**src/rtl/sdram_arb_pkg.sv**
```systemverilog
// Shared types and defaults for the three-port SDRAM command arbiter.
package sdram_arb_pkg;

  typedef enum logic [1:0] {
    IDLE,
    ISSUE,
    WAIT
  } state_t;

  typedef enum logic [1:0] {
    P_WR,
    P_RD1,
    P_RD2
  } port_t;

  localparam int DEFAULT_AW      = 25;
  localparam int DEFAULT_TIMEOUT = 255;

  function automatic logic is_read(port_t p);
    return p != P_WR;
  endfunction

endpackage

```
**src/rtl/sdram_arb_pick.sv**
```systemverilog
// Grant selection: the download writer always wins, and the two readers alternate on a tie.
module sdram_arb_pick
  import sdram_arb_pkg::*;
(
  input  logic  wr_req,
  input  logic  rd1_req,
  input  logic  rd2_req,
  input  port_t last_rd,
  output logic  valid,
  output port_t grant
);

  always_comb begin
    valid = wr_req | rd1_req | rd2_req;
    grant = P_WR;
    if (wr_req) begin
      grant = P_WR;
    end else if (rd1_req && rd2_req) begin
      // On a tie, the reader that did not win last time is served.
      grant = (last_rd == P_RD1) ? P_RD2 : P_RD1;
    end else if (rd1_req) begin
      grant = P_RD1;
    end else if (rd2_req) begin
      grant = P_RD2;
    end
  end

endmodule

```
**src/rtl/sdram_arb.sv**
```systemverilog
// Three-port arbiter multiplexing the download writer, cassette and cartridge
// readers onto the single-byte SDRAM controller, with a watchdog on each command.
module sdram_arb
  import sdram_arb_pkg::*;
#(
  parameter int AW      = DEFAULT_AW,
  parameter int TIMEOUT = DEFAULT_TIMEOUT
) (
  input  logic          clk,
  input  logic          reset,
  input  logic          wr_req,
  input  logic [AW-1:0] wr_addr,
  input  logic [7:0]    wr_data,
  output logic          wr_ack,
  input  logic          rd1_req,
  input  logic [AW-1:0] rd1_addr,
  output logic          rd1_ack,
  output logic [7:0]    rd1_data,
  input  logic          rd2_req,
  input  logic [AW-1:0] rd2_addr,
  output logic          rd2_ack,
  output logic [7:0]    rd2_data,
  output logic [AW-1:0] mem_addr,
  output logic [7:0]    mem_din,
  output logic          mem_rd,
  output logic          mem_we,
  input  logic [7:0]    mem_dout,
  input  logic          mem_ready,
  output logic          busy,
  output logic          timeout_err
);

  localparam int            CW      = $clog2(TIMEOUT + 2) + 1;
  localparam logic [CW-1:0] LIMIT   = CW'(TIMEOUT);
  localparam bit            WDOG_ON = (TIMEOUT != 0);

  state_t        state;
  port_t         owner;
  port_t         last_rd;
  logic [CW-1:0] age;

  logic          pick_valid;
  port_t         pick_grant;
  logic [AW-1:0] pick_addr;
  logic          done;
  logic [7:0]    result;

  sdram_arb_pick u_pick (
    .wr_req  (wr_req),
    .rd1_req (rd1_req),
    .rd2_req (rd2_req),
    .last_rd (last_rd),
    .valid   (pick_valid),
    .grant   (pick_grant)
  );

  always_comb begin
    pick_addr = wr_addr;
    case (pick_grant)
      P_RD1:   pick_addr = rd1_addr;
      P_RD2:   pick_addr = rd2_addr;
      default: pick_addr = wr_addr;
    endcase
  end

  // age counts cycles since the request was sampled, so the abort lands at
  // the same cycle offset a controller answer would; mem_ready always wins.
  always_comb begin
    done   = (state == WAIT) && (mem_ready || (WDOG_ON && age >= LIMIT));
    result = mem_ready ? mem_dout : 8'hFF;
  end

  always_ff @(posedge clk) begin
    if (reset) begin
      state       <= IDLE;
      owner       <= P_WR;
      last_rd     <= P_RD2;
      age         <= '0;
      busy        <= 1'b0;
      wr_ack      <= 1'b0;
      rd1_ack     <= 1'b0;
      rd2_ack     <= 1'b0;
      rd1_data    <= 8'h00;
      rd2_data    <= 8'h00;
      mem_addr    <= '0;
      mem_din     <= 8'h00;
      mem_rd      <= 1'b0;
      mem_we      <= 1'b0;
      timeout_err <= 1'b0;
    end else begin
      wr_ack      <= 1'b0;
      rd1_ack     <= 1'b0;
      rd2_ack     <= 1'b0;
      mem_rd      <= 1'b0;
      mem_we      <= 1'b0;
      timeout_err <= 1'b0;

      case (state)
        IDLE: begin
          if (pick_valid) begin
            owner    <= pick_grant;
            mem_addr <= pick_addr;
            if (is_read(pick_grant)) begin
              mem_rd  <= 1'b1;
              last_rd <= pick_grant;
            end else begin
              mem_we  <= 1'b1;
              mem_din <= wr_data;
            end
            state <= ISSUE;
            busy  <= 1'b1;
          end
        end

        ISSUE: begin
          age   <= CW'(2);
          state <= WAIT;
        end

        WAIT: begin
          if (done) begin
            case (owner)
              P_RD1: begin
                rd1_ack  <= 1'b1;
                rd1_data <= result;
              end
              P_RD2: begin
                rd2_ack  <= 1'b1;
                rd2_data <= result;
              end
              default: wr_ack <= 1'b1;
            endcase
            timeout_err <= ~mem_ready;
            state       <= IDLE;
            busy        <= 1'b0;
          end else if (WDOG_ON) begin
            age <= age + 1'b1;
          end
        end

        default: begin
          state <= IDLE;
          busy  <= 1'b0;
        end
      endcase
    end
  end

endmodule

```
**config.mk**
```make
export PLATFORM = sky130hd
export DESIGN_NAME = sdram_arb
export DESIGN_NICKNAME = d
export VERILOG_FILES = /design/src/rtl/sdram_arb_pkg.sv /design/src/rtl/sdram_arb_pick.sv /design/src/rtl/sdram_arb.sv
export SDC_FILE = /design/constraint.sdc
export NUM_CORES = 1
export LEC_CHECK = 0
export CELL_PAD_IN_SITES_DETAIL_PLACEMENT = 0
export CELL_PAD_IN_SITES_GLOBAL_PLACEMENT = 1
export CORE_UTILIZATION = 27
export DETAILED_ROUTE_END_ITERATION = 8
export GPL_ROUTABILITY_DRIVEN = 0
export MAX_ROUTING_LAYER = met4
export PLACE_DENSITY = 0.83
export SYNTH_ARGS = -nofsm -noshare
export SYNTH_HDL_FRONTEND = slang
export SYNTH_SLANG_ARGS = --single-unit
```
**constraint.sdc**
```tcl
create_clock -name clk -period 2.2 [get_ports clk]
set_input_delay 0.33 -clock clk [delete_from_list [all_inputs] [get_ports clk]]
set_output_delay 0.33 -clock clk [all_outputs]
set_load 0.03 [all_outputs]
```
==> results by group, run 1 <==
Outcome
  • Status: complete, no violations

Hold path
  • Hold depth: 3
  • Hold path start: reset
  • WHS Endpoint: last_rd[1]$_SDFFE_PP1P_
  • Min-delay worst type: in2reg

Floorplan
  • Die area: 0.0128 mm^2
  • Initial Util: roughly 28%
  • Horiz. Die Dim: 113 um
  • # IOs: approximately 150
  • Die height: approximately 110 um
  • Num rows: 40
  • Floorplan core area: 0.0120 mm^2

Routing
  • Final wirelength: between 10000 and 15000 um
  • Drt first pass iters: 4
  • Final ANT Viol Nets: 0
  • Post-route DRC: 0
  • Number of DRC markers in iteration 0: 163
  • Vias/cell: 4.97
  • Detailed-route via count: between 3000 and 4000
  • Wire per inst: 14.7 um

CTS
  • Worst-path clk slew: 0.06 ns
  • Post-CTS setup buffers: 0
  • CTS Hold Bufs: 0
  • CTS tree: built
  • Sink Count: 72
  • H-tree Lvls: 3
  • Latest clock arrival within the worst-skew pair: 0.33 ns
  • CTS buffer count: 9
  • Longest Clk Path Bufs: 2
  • Post-cts resize count: 0
  • Clk root buf: clkbuf_16

Timing
  • Final worst slack: just under 0.2 ns
  • Fin crit share: 91.2%
  • Hold WS: 0.360 ns
  • F_max: 0.498 GHz
  • Setup Viol. Count Final: 0
  • RSZ-0062 raised after global routing: no
  • Slew headroom: 57.5%
  • Clock Skews: 0.00744 ns
  • Final hold vios: 0
  • Pins over their slew limit: 0
  • Setup TNS: 0 ns
  • Slew @ Worst Pin: between 0.6 and 0.7 ns
  • Tmin final: 2.01 ns

Synth
  • Syn_area_per_cell: 8.57 um^2
  • Sequential area share after synthesis: 43.2%
  • Area leader, netlist: dfxtp_1
  • Post-synthesis sequential element count: 72
  • Synth Cell Area: about 0.0033 mm^2
  • Ranking of synthesized cells by area: dfxtp_1, a21oi_1, nand2_1
  • Synth async-reset ratio: 0%
  • Top cell type's share of synthesized area: 43.2%
  • Synth unique cells: 46
  • EDFF count, synth: 0
  • Synth warn: 0
  • Main synth FF type: dfxtp_1
  • Syn nets: 492
  • Instance count of the mapped netlist: 389

Placement
  • Dpl cell area: 0.00504 mm^2
  • Port Buffer Count: 152
  • Dpl hpwl: 7180 um
  • Placed insts: 669
  • Dpl ws: -0.112 ns

Worst setup path
  • Worst flop-to-flop path endpoint: mem_addr[22]$_SDFFE_PP0P_
  • CP required: ~2.4 ns
  • Crit Path Class: in2reg
  • R2r startpoint: last_rd[1]$_SDFFE_PP1P_
  • Crit path DAT: between 2 and 2.5 ns
  • Reg2reg path depth: 7
  • Crit Path Max Fanout: 50
  • Setup crit end kind: flop
  • R2R setup slack: 0.34 ns
  • Startpoint types: input pin

GRT
  • Antenna violations before repair: 0
  • Vias in the first global route: 3283
  • Largest net degree at the start of global routing: 51
  • GRT Total Usage: between 15 and 20%
  • First-pass GRT wire length: 16100 um
  • Total grt overflow: 0

Finish
  • Total Nets Final: about 640
  • Syn-to-layout area delta: 59.6%
  • N_diodes: 0
  • Final Cell Area: roughly 0.0053 mm^2
  • Fin cells: 685
  • Final Util: between 40% and 50%
  • Fraction of layout cells with a size suffix above 1: 10.2%

Power and ir drop
  • Internal power: 2.59 mW
  • Switch share: 29.6%
  • Seq pwr share: 39.2%
  • Peak VDD IR: 0.270 mV
  • Switch Pwr: approximately 1.1 mW
  • Power density cells: 691 mW/mm^2
  • Combinational share of power: 24.3%
  • Total power: about 3.7 mW
  • Static leakage: 1.86 nW
  • Clk pwr share: 36.6%

Flow run
  • Max cap viols: 0
worst max-delay path, cell delays in order:
cell	delay [ns]
clkdlybuf4s50_1	0.49
inv_1	0.04
a311oi_1	0.32
inv_1	0.11
ha_1	0.34
buf_12	0.19
o211ai_1	0.25
a21oi_1	0.12
power groups by stage:
| stage | clock network, mW | registers, mW | logic [mW] |
|---|---|---|---|
| global route | 1.45 | 1.45 | 0.958 |
| finish | 1.34 | 1.44 | 0.891 |
| CTS | 1.39 | 1.44 | 0.899 |
| global placement | 0 | 1.47 | 0.890 |
| detailed placement | 0 | 1.47 | 0.895 |
| floorplan | 0 | 1.60 | 0.310 |
Yosys cell counts (2+ instances only):
| cell | instances |
|---|---|
| and3_1 | 5 |
| or3_1 | 4 |
| nor2b_1 | 8 |
| nand3_1 | 15 |
| and2_4 | 4 |
| a21oi_1 | 57 |
| inv_1 | 7 |
| o211ai_1 | 26 |
| nand2b_1 | 2 |
| nor2_1 | 7 |
| nor3_1 | 2 |
| a22oi_1 | 25 |
| ha_1 | 6 |
| clkbuf_1 | 22 |
| a31oi_1 | 2 |
| buf_2 | 7 |
| o21ai_0 | 3 |
| nor3_2 | 2 |
| nand2_1 | 66 |
| buf_6 | 5 |
| dfxtp_1 | 72 |
| a211oi_1 | 11 |
| or3b_1 | 2 |
| a211oi_2 | 7 |
placed cells by master, fill, tap and decap left out, types with 6 or more instances in the layout:
master / n
nor2_1: 7
a22oi_1: 25
a21oi_1: 57
clkbuf_16: 9
o211ai_1: 26
clkdlybuf4s50_1: 151
nand2_1: 66
nand3_1: 15
inv_1: 7
a211oi_2: 7
nor2b_1: 8
buf_4: 12
ha_1: 6
dfxtp_1: 72
a211oi_1: 11
layout make-up:
class | count | area (um^2)
Timing Repair Buffer | 169 | 1710
Tap cell | 147 | 184
Fill cell | 1197 | 6690
Clock inverter | 6 | 45.0
Clock buffer | 10 | 229
Sequential cell | 72 | 1440
Multi-Input combinational cell | 274 | 1690
Inverter | 7 | 26.3
worst max-delay path by stage:
stage	start	end	slack, ns
2_1_floorplan	last_rd[1]$_SDFFE_PP1P_	last_rd[0]$_SDFFE_PP0P_	0.11
3_3_place_gp	rd1_req	mem_addr[22]$_SDFFE_PP0P_	-0.11
3_5_place_dp	rd1_req	mem_addr[22]$_SDFFE_PP0P_	-0.11
4_1_cts	rd1_req	mem_addr[22]$_SDFFE_PP0P_	0.20
5_1_grt	rd1_req	last_rd[0]$_SDFFE_PP0P_	0.04
6_report	rd1_req	mem_addr[22]$_SDFFE_PP0P_	0.19
state kept, by name (all words and copies together), names as in the netlist:
name         cells
wr_ack           1
rd2_ack          1
age             10
mem_rd           1
busy             1
rd2_data         8
mem_addr        25
mem_we           1
mem_din          8
state            2
owner            2
timeout_err      1
last_rd          2
rd1_data         8
rd1_ack          1
metal layers:
metal	share of wire [%]	up-vias	track usage [%]
met3	7.7	13	4.02
met4	1.5	0	6.32
li1	-	1686	-
met5	0	-	-
met1	43	1560	19.5
met2	48	143	27.3
kinds of logic (layout without fill, tap and decap cells):
| kind of cell | after synthesis | count (layout) | share of synthesized area, % |
|---|---|---|---|
| buffers and inverters | 43 | 192 | 6.34 |
| adder cells (fa/ha/maj) | 6 | 6 | 2.25 |
| multiplexers | 1 | 1 | 0.300 |
| AO/OA/AOI/OAI | 136 | 136 | 27.6 |
| AND/OR/NAND/NOR | 131 | 131 | 20.3 |
| flip-flops | 72 | 72 | 43.2 |
Note: power is estimated with default switching activity, not from simulation.
==> inputs of run 2 (changes only) <==
Settings changed: CORE_UTILIZATION 27 to 26, PLACE_DENSITY 0.83 to 0.82, SYNTH_HIERARCHICAL from default to 1.
==> run 2 against run 1 <==
  * Synthesized cell count up 0.51%
  * Combinational power up 0.4%
  * Via count down 0.35%
  * Hold slack better by 0.10 ns
  * Global-route usage down 1.4 points
  * Wire length down 3.4%
  * Register-to-register slack worse by 0.05 ns
==> results by group, run 2 <==
Outcome
  • Status: complete, no violations (unchanged)

Synth
  • Post-synthesis sequential element count: 72 (unchanged)
  • Area leader, netlist: dfxtp_1 (unchanged)
  • Instance count of the mapped netlist: 391 (was 389)
  • Synth Cell Area: 0.00329 mm^2 (was 0.00333 mm^2)
  • EDFF count, synth: 0 (unchanged)
  • Largest family of logic cells by synthesized area: compound AO/OA/AOI/OAI gates (unchanged)
  • Synth unique cells: 39 (was 46)
  • Compound-cell area share of the yosys netlist: 27.0% (was 27.6%)
  • Top-count cell post-synth: dfxtp_1 (unchanged)
  • Sequential area share after synthesis: 43.8% (was 43.2%)
  • Synth top cells by count: dfxtp_1, a21oi_1, nor2_1 (was dfxtp_1, nand2_1, a21oi_1)
  • Main synth FF type: dfxtp_1 (unchanged)
  • Ranking of synthesized cells by area: dfxtp_1, a211oi_1, a21oi_1 (was dfxtp_1, a21oi_1, nand2_1)
  • Syn_area_per_cell: 8.42 um^2 (was 8.57 um^2)
  • Fraction of synthesized cell area in xor and xnor cells: 0% (unchanged)
  • Mux cell area share after synthesis: 0.342% (was 0.300%)
  • Adder-cell area share of the yosys netlist: 2.28% (was 2.25%)
  • Top cell type's share of synthesized area: 43.8% (was 43.2%)
  • Synth async-reset ratio: 0% (unchanged)
  • Synth warn: 6 (was 0)
  • Syn nets: 494 (was 492)
  • Post-Synth Simple-Gate Area: 20.2% (was 20.3%)

GRT
  • Antenna violations before repair: 0 (unchanged)
  • Total grt overflow: 0 (unchanged)
  • GRT Total Usage: 15.2% (was 16.6%)
  • Largest net degree at the start of global routing: 51 (unchanged)
  • First-pass GRT wire length: 15200 um (was 16100 um)
  • Vias in the first global route: 3215 (was 3283)

Power and ir drop
  • Total power: 3.62 mW (was 3.68 mW)
  • Peak VDD IR: 0.375 mV (was 0.270 mV)
  • Static leakage: 1.89 nW (was 1.86 nW)
  • Power density cells: 682 mW/mm^2 (was 691 mW/mm^2)

Routing
  • Detailed-route via count: 3390 (was 3402)
  • Post-route DRC: 0 (unchanged)
  • Vias/cell: 4.79 (was 4.97)
  • Drt first pass iters: 4 (unchanged)
  • Wire per inst: 13.7 um (was 14.7 um)
  • Final wirelength: 9730 um (was 10100 um)
  • Final ANT Viol Nets: 0 (unchanged)
  • Number of DRC markers in iteration 0: 225 (was 163)

CTS
  • Sink Count: 72 (unchanged)
  • Latest clock arrival within the worst-skew pair: 0.33 ns (about the same)
  • Worst-path clk slew: 0.05 ns (was 0.06 ns)
  • Longest Clk Path Bufs: 2 (unchanged)
  • Clk root buf: clkbuf_16 (unchanged)
  • CTS buffer count: 9 (unchanged)
  • CTS tree: built (unchanged)
  • H-tree Lvls: 3 (unchanged)

Worst setup path
  • Most frequent CP cell: nor2_1 (was inv_1)
  • Worst-path cell chain: clkdlybuf4s50_1 -> a311oi_2 -> inv_1 -> ha_2 -> buf_12 -> nor2_1 -> a211oi_1 -> a21oi_1 -> nor2_1 (was clkdlybuf4s50_1 -> inv_1 -> a311oi_1 -> inv_1 -> ha_1 -> buf_12 -> o211ai_1 -> a21oi_1)
  • Delay-heaviest family, CP: buffers and inverters (unchanged)
  • Startpoint types: input pin (unchanged)
  • R2r startpoint: last_rd[1]$_SDFFE_PP1P_ (unchanged)
  • CP bufs+invs: 3 (was 4)
  • Crit. Startpoint: wr_req (was rd1_req)
  • CP required: 2.46 ns (was 2.40 ns)
  • Crit Path Max Fanout: 25 (was 50)
  • Max stage delay on crit path: 0.46 ns (was 0.49 ns)
  • Crit path DAT: 2.29 ns (was 2.21 ns)
  • Crit Path Class: in2reg (unchanged)
  • Setup crit end kind: flop (unchanged)
  • Slowest-stage cell, CP: clkdlybuf4s50_1 (unchanged)

Timing
  • Clock Skews: 0.00516 ns (was 0.00744 ns)
  • Setup Viol. Count Final: 0 (unchanged)
  • Hold WS: 0.459 ns (was 0.360 ns)
  • Pins over their slew limit: 0 (unchanged)
  • Tmin final: 2.03 ns (was 2.01 ns)
  • Final worst slack: 0.174 ns (was 0.193 ns)
  • Final hold vios: 0 (unchanged)
  • Slew @ Worst Pin: 0.612 ns (was 0.635 ns)
  • F_max: 0.494 GHz (was 0.498 GHz)
  • Fin crit share: 92.1% (was 91.2%)
  • RSZ-0062 raised after global routing: no (unchanged)
  • Slew headroom: 59.1% (was 57.5%)

Finish
  • Reg area: 0.00144 mm^2 (unchanged)
  • Syn-to-layout area delta: 61.4% (was 59.6%)
  • N_diodes: 0 (unchanged)
  • Most frequent cells in the layout: clkdlybuf4s50_1, dfxtp_1, a21oi_1, nor2_1, a211oi_1 (was clkdlybuf4s50_1, dfxtp_1, nand2_1, a21oi_1, o211ai_1)
  • Fraction of layout cells with a size suffix above 1: 7.78% (was 10.2%)
  • Top flop regs: mem_addr (25), age (10) (unchanged)
  • Final Util: 43.7% (was 44.3%)
  • Fillers: 1182 (was 1197)
  • Total Nets Final: 640 (was 636)
  • Largest Register: mem_addr (unchanged)
  • Max reg flops: 25 (unchanged)
  • Multi-input gate area: 0.00165 mm^2 (was 0.00169 mm^2)
  • Most common cell after layout, fill and taps aside: clkdlybuf4s50_1 (unchanged)

Placement
  • Dpl ws: -0.219 ns (was -0.112 ns)
  • Port Buffer Count: 152 (unchanged)
  • Dpl hpwl: 6980 um (was 7180 um)

Hold path
  • Hold path start: mem_din[1]$_SDFFE_PP0P_ (was reset)
  • Min-delay worst type: reg2reg (was in2reg)

Floorplan
  • Num rows: 40 (unchanged)
  • Die area: 0.0131 mm^2 (was 0.0128 mm^2)
  • # IOs: 153 (unchanged)
  • Initial Util: 27.1% (was 27.8%)
  • Floorplan core area: 0.0122 mm^2 (was 0.0120 mm^2)
  • Horiz. Die Dim: 115 um (was 113 um)
  • Die height: 115 um (was 113 um)

Flow run
  • Max cap viols: 0 (unchanged)
[run 2: cell families after synthesis]
logic type	Yosys count
AOI/OAI and AO/OA	136
muxes	1
DFF	72
and+or+nand+nor	135
adders and majority gates	6
buffers and inverters	41
[run 2: per-stage QoR]
stage / cells / area (um^2) / TNS [ns]
finish: 708 / 5310 / 0
global route: 708 / 5310 / 0
CTS: 707 / 5270 / 0
detailed placement: 693 / 5020 / -4.87
global placement: 693 / 5020 / -2.92
floorplan: 391 / 3290 / 0
[run 2: cell type report]
class                   count  area share (%)
well taps                 168            3.96
clock inverters             1          0.0942
clock buffers              13            4.71
multi-input cells         278            31.1
repair buffers            170            32.6
flip-flops and latches     72            27.1
inverters                   6           0.424
[run 2: worst register-to-register path, delay by kind of cell, from the launching register on]
family / cells / cell delay, ns
AND/OR/NAND/NOR: 2 / 0.16
flip-flops: 1 / 0.33
buffers and inverters: 3 / 0.36
AO/OA/AOI/OAI: 3 / 0.60
adder cells (fa/ha/maj): 1 / 0.40
[run 2: path summary, 6_finish.rpt]
path | slack [ns] | endpoint | cells past startpoint
max | 0.17 | mem_addr[8]$_SDFFE_PP0P_ | 9
max reg2reg | 0.29 | mem_addr[8]$_SDFFE_PP0P_ | 9
min reg2reg | 0.46 | mem_din[1]$_SDFFE_PP0P_ | 2
min | 0.46 | mem_din[1]$_SDFFE_PP0P_ | 2
[run 2: power breakdown]
group | switching [mW] | leakage [nW] | internal [mW]
registers | 0.0505 | 0.588 | 1.39
clock network | 0.508 | 0.126 | 0.780
logic | 0.460 | 1.17 | 0.435
[run 2: timing repair]
action                                  in CTS  in global routing
buffers inserted                             0                  0
endpoints found under the setup margin       0                  5
gates resized for setup                      0                  3
hold buffers                                 0                  0
[run 2: per-layer routing]
| layer | up-vias | wire length, um | share of wire [%] | GRT usage [%] |
|---|---|---|---|---|
| met5 | - | 0 | 0 | - |
| met3 | 14 | 861 | 8.8 | 5.13 |
| met1 | 1530 | 4340 | 45 | 18.1 |
| met2 | 154 | 4350 | 45 | 23.4 |
| met4 | 0 | 187 | 1.9 | 6.23 |
| li1 | 1692 | - | - | - |
==> inputs of run 3 (changes only) <==
Settings changed: SETUP_SLACK_MARGIN from default to 0.3.
==> run 3 against run 2 <==
  * Final cell count up 0.99%
  * Via count increased by 1.9%
  * Non-clock buffer count grew 6
  * Largest power group unchanged
  * Sequential cell count unchanged
  * Cell area grew 5.4%
  * Setup slack gained 0.18 ns
  * Critical path type is now reg2reg
  * Clock power rose by 4%
  * Hold slack lost 0.0086 ns
  * Clock-buffer cell count down 1
==> results by group, run 3 (synthesis gave the netlist of run 2 again) <==
Timing
  • Fin crit share: 84.0% (was 92.1%)
  • Slew headroom: 63.3% (was 59.1%)
  • Pins over their slew limit: 0 (unchanged)
  • Setup Viol. Count Final: 0 (unchanged)
  • Final hold vios: 0 (unchanged)
  • F_max: 0.541 GHz (was 0.494 GHz)
  • Setup TNS: 0 ns (unchanged)
  • RSZ-0062 raised after global routing: yes (was no)
  • Clock Skews: 0.00430 ns (was 0.00516 ns)
  • Slew @ Worst Pin: 0.550 ns (was 0.612 ns)
  • Hold WS: 0.451 ns (was 0.459 ns)
  • Tmin final: 1.85 ns (was 2.03 ns)

Floorplan
  • Num rows: 40 (unchanged)
  • Die height: 115 um (unchanged)
  • Die area: 0.0131 mm^2 (unchanged)
  • # IOs: 153 (unchanged)
  • Horiz. Die Dim: 115 um (unchanged)
  • Initial Util: 27.1% (unchanged)
  • Floorplan core area: 0.0122 mm^2 (unchanged)

GRT
  • GRT Total Usage: 16.0% (was 15.2%)
  • Total grt overflow: 0 (unchanged)
  • First-pass GRT wire length: 15900 um (was 15200 um)
  • Largest net degree at the start of global routing: 46 (was 51)
  • Vias in the first global route: 3281 (was 3215)
  • Antenna violations before repair: 0 (unchanged)

Finish
  • Top flop regs: mem_addr (25), age (10) (unchanged)
  • Final Util: 46.0% (was 43.7%)
  • Max reg flops: 25 (unchanged)
  • Fillers: 1176 (was 1182)
  • Fraction of layout cells with a size suffix above 1: 13.9% (was 7.78%)
  • N_diodes: 0 (unchanged)
  • Total Nets Final: 646 (was 640)
  • Most frequent cells in the layout: clkdlybuf4s50_1, dfxtp_1, a21oi_1, nor2_1, a211oi_1 (unchanged)
  • Largest Register: mem_addr (unchanged)
  • Most common cell after layout, fill and taps aside: clkdlybuf4s50_1 (unchanged)
  • Syn-to-layout area delta: 70.2% (was 61.4%)

CTS
  • CTS Hold Bufs: 0 (unchanged)
  • CTS buffer count: 9 (unchanged)
  • CTS tree: built (unchanged)
  • H-tree Lvls: 3 (unchanged)
  • Latest clock arrival within the worst-skew pair: 0.33 ns (about the same)
  • Sink Count: 72 (unchanged)
  • Worst-path clk slew: 0.06 ns (was 0.05 ns)
  • Clk root buf: clkbuf_16 (unchanged)
  • Longest Clk Path Bufs: 2 (unchanged)

Power and ir drop
  • Clk pwr share: 35.4% (was 35.6%)
  • Static leakage: 1.98 nW (was 1.89 nW)
  • Internal power: 2.70 mW (was 2.60 mW)
  • Combinational share of power: 26.4% (was 24.7%)
  • Seq pwr share: 38.1% (was 39.8%)
  • Total power: 3.78 mW (was 3.62 mW)
  • Switch share: 28.5% (was 28.1%)
  • Peak VDD IR: 0.350 mV (was 0.375 mV)
  • Switch Pwr: 1.08 mW (was 1.02 mW)
  • Power density cells: 675 mW/mm^2 (was 682 mW/mm^2)

Outcome
  • Status: complete, no violations (unchanged)

Routing
  • Number of DRC markers in iteration 0: 249 (was 225)
  • Final ANT Viol Nets: 0 (unchanged)
  • Post-route DRC: 0 (unchanged)
  • Detailed-route via count: 3456 (was 3390)
  • Final wirelength: 10300 um (was 9730 um)
  • Drt first pass iters: 4 (unchanged)
  • Vias/cell: 4.83 (was 4.79)
  • Wire per inst: 14.4 um (was 13.7 um)

Placement
  • Dpl hpwl: 6980 um (about the same)
  • Port Buffer Count: 152 (unchanged)

Worst setup path
  • Crit Path Class: reg2reg (was in2reg)
  • Crit path DAT: 2.06 ns (was 2.29 ns)
  • Crit Path Max Fanout: 12 (was 25)
  • Setup crit end kind: flop (unchanged)
  • CP required: 2.41 ns (was 2.46 ns)
  • Startpoint types: flop (was input pin)

Flow run
  • Max cap viols: 0 (unchanged)

Hold path
  • Min-delay worst type: in2reg (was reg2reg)
[run 3: changes by cell type in the layout (fill, tap and decap cells not counted), moves of 3 or more]
cell,before,now
dlygate4sd2_1,0,3
nor2_1,56,52
clkdlybuf4s50_1,151,148
a211oi_1,39,29
nor2_2,0,4
a211oi_2,3,13
[run 3: cell type report]
| cell class | instances | area (um^2) | share of cell area, % |
|---|---|---|---|
| well taps | 168 | 210 | 3.75 |
| flip-flops and latches | 72 | 1440 | 25.8 |
| repair buffers | 176 | 1880 | 33.5 |
| multi-input cells | 278 | 1780 | 31.7 |
| inverters | 6 | 22.5 | 0.402 |
| clock inverters | 3 | 17.5 | 0.313 |
| clock buffers | 12 | 256 | 4.58 |
[run 3: per-stage QoR]
| stage | std cells | setup slack, ns | instance area [um^2] |
|---|---|---|---|
| 3_3_place_gp | 692 | -0.133 | 5030 |
| 4_1_cts | 711 | 0.304 | 5450 |
| 6_report | 715 | 0.353 | 5600 |
| 2_1_floorplan | 391 | 0.258 | 3300 |
| 5_1_grt | 715 | 0.280 | 5600 |
| 3_5_place_dp | 692 | -0.187 | 5030 |
[run 3: power groups by stage]
| stage | logic [mW] | registers (mW) | clock network (mW) |
|---|---|---|---|
| floorplan | 0.327 | 1.60 | 0 |
| global placement | 0.882 | 1.46 | 0 |
| detailed placement | 0.889 | 1.47 | 0 |
| CTS | 0.950 | 1.44 | 1.38 |
| global route | 1.07 | 1.45 | 1.45 |
| finish | 0.999 | 1.44 | 1.34 |
[run 3: path summary, 6_finish.rpt]
check                                from                        to  slack [ns]  cells past startpoint
setup reg to reg  last_rd[1]$_SDFFE_PP1P_  mem_addr[5]$_SDFFE_PP0P_        0.35                      9
hold / removal                      reset       age[7]$_SDFFE_PP0P_        0.45                      2
setup / recovery  last_rd[1]$_SDFFE_PP1P_  mem_addr[5]$_SDFFE_PP0P_        0.35                      9
hold reg to reg   mem_din[1]$_SDFFE_PP0P_   mem_din[1]$_SDFFE_PP0P_        0.46                      2
[run 3: critical path, cell delays in order, from the launching register on]
cell and delay (ns):
dfxtp_2 0.33, inv_2 0.04, a311oi_4 0.33, inv_2 0.10, ha_4 0.27, bufbuf_16 0.28, nor2_1 0.14, a211oi_2 0.05
a21oi_1 0.13, nor2_1 0.05
[run 3: per-layer routing]
| layer | routed length [um] | global-route usage [%] |
|---|---|---|
| met1 | 4650 | 19.7 |
| met5 | 0 | - |
| met2 | 4720 | 24.8 |
| met4 | 193 | 6.58 |
| met3 | 761 | 4.24 |
[run 3: what timing repair did]
action	in CTS	in global routing
endpoints found under the setup margin	43	37
pin swaps	3	11
resized for setup	12	25
buffers inserted	1	2
cloned	3	2
